[config.mk]
export PLATFORM = sky130hd
export DESIGN_NAME = mul_ci_pipe
export DESIGN_NICKNAME = d
export VERILOG_FILES = /design/src/rtl/mul_ci_pipe.sv
export SDC_FILE = /design/constraint.sdc
export NUM_CORES = 2
export LEC_CHECK = 0
export ABC_CLOCK_PERIOD_IN_PS = 12760
export CAP_MARGIN = 20
export CORE_UTILIZATION = 46
export CTS_CLUSTER_DIAMETER = 150
export DETAILED_ROUTE_END_ITERATION = 12
export SYNTH_ARGS = -nofsm -noshare
export SYNTH_HDL_FRONTEND = slang
export SYNTH_SLANG_ARGS = --single-unit
[constraint.sdc]
create_clock -name clock -period 12.76 [get_ports clock]
set_input_delay 1.276 -clock clock [delete_from_list [all_inputs] [get_ports clock]]
set_output_delay 1.276 -clock clock [all_outputs]
set_load 0.005 [all_outputs]
[src/rtl/mul_ci_pipe.sv]
// Pipelined multiply custom instruction with a 2*WIDTH accumulator.
// Operands are captured on issue, multiplied once, and retired in order PIPE enabled cycles later.
module mul_ci_pipe #(
    parameter int WIDTH = 32,
    parameter int PIPE  = 3
) (
    input  logic             clock,
    input  logic             aclr,
    input  logic             clken,
    input  logic             start,
    input  logic [2:0]       n,
    input  logic [WIDTH-1:0] dataa,
    input  logic [WIDTH-1:0] datab,
    output logic [WIDTH-1:0] result,
    output logic             done,
    output logic             busy
);

    localparam int PW = 2 * WIDTH;
    localparam int XW = WIDTH + 1;

    typedef enum logic [2:0] {
        OP_MUL    = 3'd0,
        OP_MULXUU = 3'd1,
        OP_MULXSS = 3'd2,
        OP_MULXSU = 3'd3,
        OP_MAC    = 3'd4,
        OP_MACCLR = 3'd5,
        OP_ACCHI  = 3'd6,
        OP_RSVD   = 3'd7
    } op_e;

    logic                 cap_vld_d, cap_vld_q;
    op_e                  cap_op_d, cap_op_q;
    logic signed [XW-1:0] cap_a_d, cap_a_q;
    logic signed [XW-1:0] cap_b_d, cap_b_q;
    logic signed [PW-1:0] prod_c;

    logic                 ret_vld;
    op_e                  ret_op;
    logic        [PW-1:0] ret_prod;

    logic                 done_d, done_q;
    logic [WIDTH-1:0]     result_d, result_q;
    logic [PW-1:0]        acc_d, acc_q;

    // One extra operand bit lets a single signed multiplier cover every signedness mix.
    always_comb begin
        logic sign_a;
        logic sign_b;
        sign_a    = (n == OP_MULXSS) || (n == OP_MULXSU) || (n == OP_MAC) || (n == OP_MACCLR);
        sign_b    = (n == OP_MULXSS) || (n == OP_MAC) || (n == OP_MACCLR);
        cap_vld_d = start;
        cap_op_d  = op_e'(n);
        cap_a_d   = {sign_a & dataa[WIDTH-1], dataa};
        cap_b_d   = {sign_b & datab[WIDTH-1], datab};
    end

    always_ff @(posedge clock) begin
        if (aclr) begin
            cap_vld_q <= 1'b0;
            cap_op_q  <= OP_MUL;
            cap_a_q   <= '0;
            cap_b_q   <= '0;
        end else if (clken) begin
            cap_vld_q <= cap_vld_d;
            cap_op_q  <= cap_op_d;
            cap_a_q   <= cap_a_d;
            cap_b_q   <= cap_b_d;
        end
    end

    assign prod_c = PW'(cap_a_q) * PW'(cap_b_q);

    generate
        if (PIPE == 1) begin : g_no_stage
            assign ret_vld  = cap_vld_q;
            assign ret_op   = cap_op_q;
            assign ret_prod = prod_c;
            assign busy     = cap_vld_q;
        end else begin : g_stage
            logic          stg_vld_d  [PIPE-1];
            logic          stg_vld_q  [PIPE-1];
            op_e           stg_op_d   [PIPE-1];
            op_e           stg_op_q   [PIPE-1];
            logic [PW-1:0] stg_prod_d [PIPE-1];
            logic [PW-1:0] stg_prod_q [PIPE-1];
            logic          any_vld;

            always_comb begin
                stg_vld_d[0]  = cap_vld_q;
                stg_op_d[0]   = cap_op_q;
                stg_prod_d[0] = prod_c;
                for (int i = 1; i < PIPE - 1; i++) begin
                    stg_vld_d[i]  = stg_vld_q[i-1];
                    stg_op_d[i]   = stg_op_q[i-1];
                    stg_prod_d[i] = stg_prod_q[i-1];
                end
            end

            always_ff @(posedge clock) begin
                if (aclr) begin
                    for (int i = 0; i < PIPE - 1; i++) begin
                        stg_vld_q[i]  <= 1'b0;
                        stg_op_q[i]   <= OP_MUL;
                        stg_prod_q[i] <= '0;
                    end
                end else if (clken) begin
                    for (int i = 0; i < PIPE - 1; i++) begin
                        stg_vld_q[i]  <= stg_vld_d[i];
                        stg_op_q[i]   <= stg_op_d[i];
                        stg_prod_q[i] <= stg_prod_d[i];
                    end
                end
            end

            always_comb begin
                any_vld = cap_vld_q;
                for (int i = 0; i < PIPE - 1; i++) begin
                    any_vld = any_vld | stg_vld_q[i];
                end
            end

            assign ret_vld  = stg_vld_q[PIPE-2];
            assign ret_op   = stg_op_q[PIPE-2];
            assign ret_prod = stg_prod_q[PIPE-2];
            assign busy     = any_vld;
        end
    endgenerate

    // The accumulator only moves here, so ops retiring back-to-back see each other in order.
    always_comb begin
        done_d   = ret_vld;
        result_d = result_q;
        acc_d    = acc_q;
        if (ret_vld) begin
            case (ret_op)
                OP_MUL:    result_d = ret_prod[WIDTH-1:0];
                OP_MULXUU,
                OP_MULXSS,
                OP_MULXSU: result_d = ret_prod[PW-1:WIDTH];
                OP_MAC: begin
                    acc_d    = acc_q + ret_prod;
                    result_d = acc_d[WIDTH-1:0];
                end
                OP_MACCLR: begin
                    acc_d    = ret_prod;
                    result_d = acc_d[WIDTH-1:0];
                end
                OP_ACCHI:  result_d = acc_q[PW-1:WIDTH];
                default:   result_d = '0;
            endcase
        end
    end

    always_ff @(posedge clock) begin
        if (aclr) begin
            done_q   <= 1'b0;
            result_q <= '0;
            acc_q    <= '0;
        end else if (clken) begin
            done_q   <= done_d;
            result_q <= result_d;
            acc_q    <= acc_d;
        end
    end

    assign done   = done_q;
    assign result = result_q;

endmodule

# Word level (Yosys, flattened, before mapping)
# Memories as Yosys holds them, arrays and structs flattened.
# Cells that the tools add are included.
# totals
regBits	167
ramBits	136
input_bits	71
output_inout_bits	34
elab_cells	56
mem_count	3
# memory_table
memory	words	word_bits	rd	rd_clocked_by_memory_dff	write_ports	line_no	source
g_stage.stg_prod_q	2	64	2	0	2	87	logic [PW-1:0] stg_prod_q [PIPE-1];
g_stage.stg_op_q	2	3	2	0	2	85	op_e stg_op_q [PIPE-1];
g_stage.stg_vld_q	2	1	2	0	2	83	logic stg_vld_q [PIPE-1];
# op_classes
n_addsub	1
mul	1
eq_ne	10
mux	13
n_bitwise	10
reduce_logical	11
# op_table
op	count
$mux 64	2
$pmux 32 s4	1
$pmux 64 s2	1
$add 64x64->64	1
$mul 33x33->64	1
$eq 3x3->1 const B	5
$eq 3x2->1 const B	4
$or 1x1->1	8
$mux 1	7
$mux 3	2
$logic_or 1x1->1	5
$eq 3x1->1 const B	1
$logic_not 3->1	1
$reduce_and 3->1	1
$reduce_or 3->1	1
$and 1x1->1	2
$reduce_and 2->1	1
$reduce_bool 2->1	1
$reduce_or 2->1	1

# Depth between registers and ports, before layout
# logic_depth
depth_word	5
ltp_mapped	29
mapped_depth_nobuf	27

# Worst setup path after synthesis
# OpenSTA, ideal clock, no wires.
# synth_path
kind	flip-flop to flip-flop
from	register cap_a_q[32]
to	memory g_stage.stg_prod_q[0][63] (netlist bit) (data pin)
setup_ns	0.269
arrival_ns	7.519
t_required_ns	12.491
slack_ns	4.972
stages_incl_launch_ff	27
n_path_buf	1
synth_period_minus_slack_ns	7.788
path_cell_list	dfxtp_1 -> clkbuf_1 -> nand2_1 -> inv_1 -> fa_1 -> inv_1 -> fa_1 -> inv_1 -> fa_1 -> fa_1 -> fa_1 -> fa_1 -> fa_1 -> inv_1 -> fa_1 -> inv_1 -> ha_1 -> a21o_1 -> o22a_1 -> a21oi_1 -> o21bai_1 -> a21o_1 -> a31oi_1 -> nor2_1 -> o31ai_2 -> nand3_1 -> nor3b_1
# synth_rtl
item	line_no	source
start, declared	35	logic signed [XW-1:0] cap_a_d, cap_a_q;
start signal, assigned	68	cap_a_q <= cap_a_d;
end, declared	87	

==> results_dict.tcl <==
set metrics [dict create \
    syn-instance-count 5840 \
    p_sw_share_pct 43.2 \
    met3_usage_pct 4.07 \
    most-common-layout-cells "1126 x fa_1, 1113 x inv_1, 709 x nand2_1" \
    fin_skew_ps 41.1 \
    rows 125 \
    grt_pass1_wl_um 241000 \
    cts_tree "done" \
    crit_required_ps 13100 \
    multi_input_area_sq_um 41600 \
    clkLatencyLatePin_ps 620 \
    busiest_layer "met2" \
    finalHoldViolCount 0 \
    ys_seq_area_share_pct 13.6 \
    internal_power_w 0.00279 \
    hold_end "result[28]" \
    n_antenna_cell 0 \
    clockBufferDepth 3 \
    antenna_found_initial 1 \
    dp_hpwl_um 119000 \
    yosysUniqueCellTypes 88 \
    vias_per_cell 5.43 \
    vdd_drop_max_v 0.0000908 \
    core_area_sq_um 117000 \
    r2r_start "cap_b_q[9]" \
    nets 7192 \
    gp_congestion 0.945 \
    cts_num_sinks 303 \
    drive_above_1_share_pct 3.72 \
    drt_iter0_markers 2436 \
    grt_max_degree 89 \
    ios 105 \
    critical_path.endpoint_type "flip-flop" \
    vias 39500 \
    clkTransAtPathRegs_ps 60 \
    die_w_um 346 \
    clock_power_share_pct 23.8 \
    tightest_slew_ps 1120 \
    min_from "result[28]" \
    synth_edf_count 136 \
    nFillCells 11000 \
    root_buffer "clkbuf_16" \
    p_comb_share_pct 51.3 \
    async_reset_ff_share_pct 0 \
    firstDrtPassIters 6 \
    start_util_pct 46.7 \
    syn_area_per_cell_sq_um 9.32 \
    maxCapViolCount 0 \
    rsz0062_at_grt "false" \
    r2r-end "g_stage.stg_prod_q[0][62]" \
    p_sw_w 0.00213 \
    cts_max_level 2 \
    drc 0 \
    holdBufCountCts 0 \
    timing.final.crit_share_pct 67.5 \
    grt_use_met1_pct 37.5 \
    routed_wl_um 150000 \
    cts_setup_buffers 0 \
    setup_tns_ps 0 \
    io_buffers 104 \
    drtAntennaViolNets 0 \
    layout_commonest_cell "fa_1" \
    yosysWarnings 0 \
    cts_resized 0 \
    die_h_um 346 \
    min_path_cells 2 \
    min_period_ps 8610 \
    cp.arrival_ps 8960 \
    r2r_slack_ps 4150 \
    cellLeakagePower_nw 28.0 \
    clock.fmax_mhz 116 \
    die_area_sq_um 120000 \
    start_kind "flip-flop" \
    syn_area_sq_um 54400 \
    grt_pass1_vias 41700 \
    seqPwrFrac_pct 24.9 \
    fin_cells 7275 \
    reg2reg_depth 25 \
    synth_seq_cells 303 \
    overflow 0 \
    synthFlopType "dfxtp_1" \
    setup_violations 0 \
    register_area_sq_um 7440 \
    finalPower_w 0.00492 \
    synth_nets 7312 \
    grt_use_met2_pct 40.8 \
    powerDensity_nw_per_um2 84.7 \
    final_core_util_pct 49.8 \
    slew_viol_final 0 \
    cts_buffers 40 \
    grt.total_usage_pct 25.7 \
    hold_class "flip-flop to flip-flop" \
    outcome "finished clean" \
    max_slew_margin_pct 25.2 \
    crit_type "flip-flop to flip-flop" \
    place_inst 7201 \
    path_max_fanout 19 \
    post_drt_wl_per_cell_um 20.6 \
    area.growth.synth_to_final_pct 6.68 \
]
worst max path at each step:
| stage | start | to | cells after the start | slack, ps |
|---|---|---|---|---|
| 2_1_floorplan | cap_a_q[32] | g_stage.stg_prod_q[0][63] | 26 | 4970 |
| 3_3_place_gp | cap_b_q[2] | g_stage.stg_prod_q[0][61] | 19 | 4070 |
| 3_5_place_dp | cap_b_q[2] | g_stage.stg_prod_q[0][63] | 22 | 3950 |
| 4_1_cts | cap_b_q[2] | g_stage.stg_prod_q[0][63] | 22 | 3970 |
| 5_1_grt | cap_b_q[9] | g_stage.stg_prod_q[0][54] | 23 | 3760 |
| 6_report | cap_b_q[9] | g_stage.stg_prod_q[0][62] | 25 | 4150 |
worst max-delay path, cell delays in order (launching register included):
cell       delay, ps
dfxtp_1          690
buf_4            380
nand2_1          120
fa_1             580
inv_1             60
fa_1             440
fa_1             500
inv_1             50
fa_1             390
fa_1             550
inv_1             60
fa_1             500
fa_1             500
inv_1             50
fa_1             500
inv_1             50
ha_1             400
nand3_1          160
nor2_1           210
o2111ai_1        310
a211oi_1         540
o21ai_1          250
o21a_1           270
o41ai_2          410
a31oi_1          190
mux2i_1          160
stage by stage:
step | hold WS, ps | instance area (sq um) | setup WS (ps)
floorplan | 427 | 54400 | 4970
detailed placement | 446 | 56700 | 3950
finish | 452 | 58100 | 4150
global route | 473 | 58100 | 3760
global placement | 442 | 56700 | 4070
CTS | 454 | 58000 | 3970
state kept, by name, indices dropped and copies added (netlist names):
name,count
g_stage.stg_vld_q,2
done,1
acc_q,64
g_stage.stg_op_q,6
result,32
cap_b_q,33
g_stage.stg_prod_q,128
cap_vld_q,1
cap_a_q,33
cap_op_q,3
Yosys cell counts, drive strengths merged (24+ instances only):
master	number	share of area, %
nor3	32	0.29
a21o	69	0.95
clkbuf	320	2.2
nor2	197	1.4
inv	1113	7.7
o211ai	25	0.38
nand3	38	0.35
nand2	711	4.9
and2	633	7.3
xnor2	73	1.2
dfxtp	167	6.1
a21oi	213	2.0
xor2	40	0.64
ha	275	6.3
a211oi	47	0.69
nand4	24	0.28
o221ai	54	0.88
nor2b	37	0.43
nand2b	27	0.31
fa	1126	41
edfxtp	136	7.5
mux2i	99	1.8
o21ai	110	1.0
layer usage:
metal / part of all wire, % / wire length, um
met3: 7.0 / 10500
met2: 45 / 67800
met4: 1.8 / 2720
met5: 0 / 0
met1: 46 / 69100
kinds of logic (layout without fill, tap and decap cells):
family / after synthesis / after routing / share of synthesized area, %
compound gates: 685 / 685 / 8.51
xor+xnor: 113 / 113 / 1.82
fa+ha+maj: 1401 / 1401 / 47.7
buf+inv: 1455 / 1366 / 10.1
flops: 303 / 303 / 13.6
mux: 113 / 113 / 2.11
simple gates: 1770 / 1770 / 16.1
final cells by class:
class,instances,share of cell area (%)
Multi-Input combinational cell,4082,71.6
Sequential cell,303,12.8
Inverter,1114,7.20
Tap cell,1524,3.28
Timing Repair Buffer,179,2.79
Clock buffer,56,1.97
Clock inverter,17,0.334
power by group through the flow:
stage | combinational [W] | clock (W) | sequential (W)
2_1_floorplan | 0.00185 | 0 | 0.00118
3_3_place_gp | 0.00249 | 0 | 0.00124
3_5_place_dp | 0.00251 | 0 | 0.00124
4_1_cts | 0.00253 | 0.00120 | 0.00122
5_1_grt | 0.00287 | 0.00123 | 0.00123
6_report | 0.00252 | 0.00117 | 0.00122
Note: power is estimated with default switching activity, not from simulation.
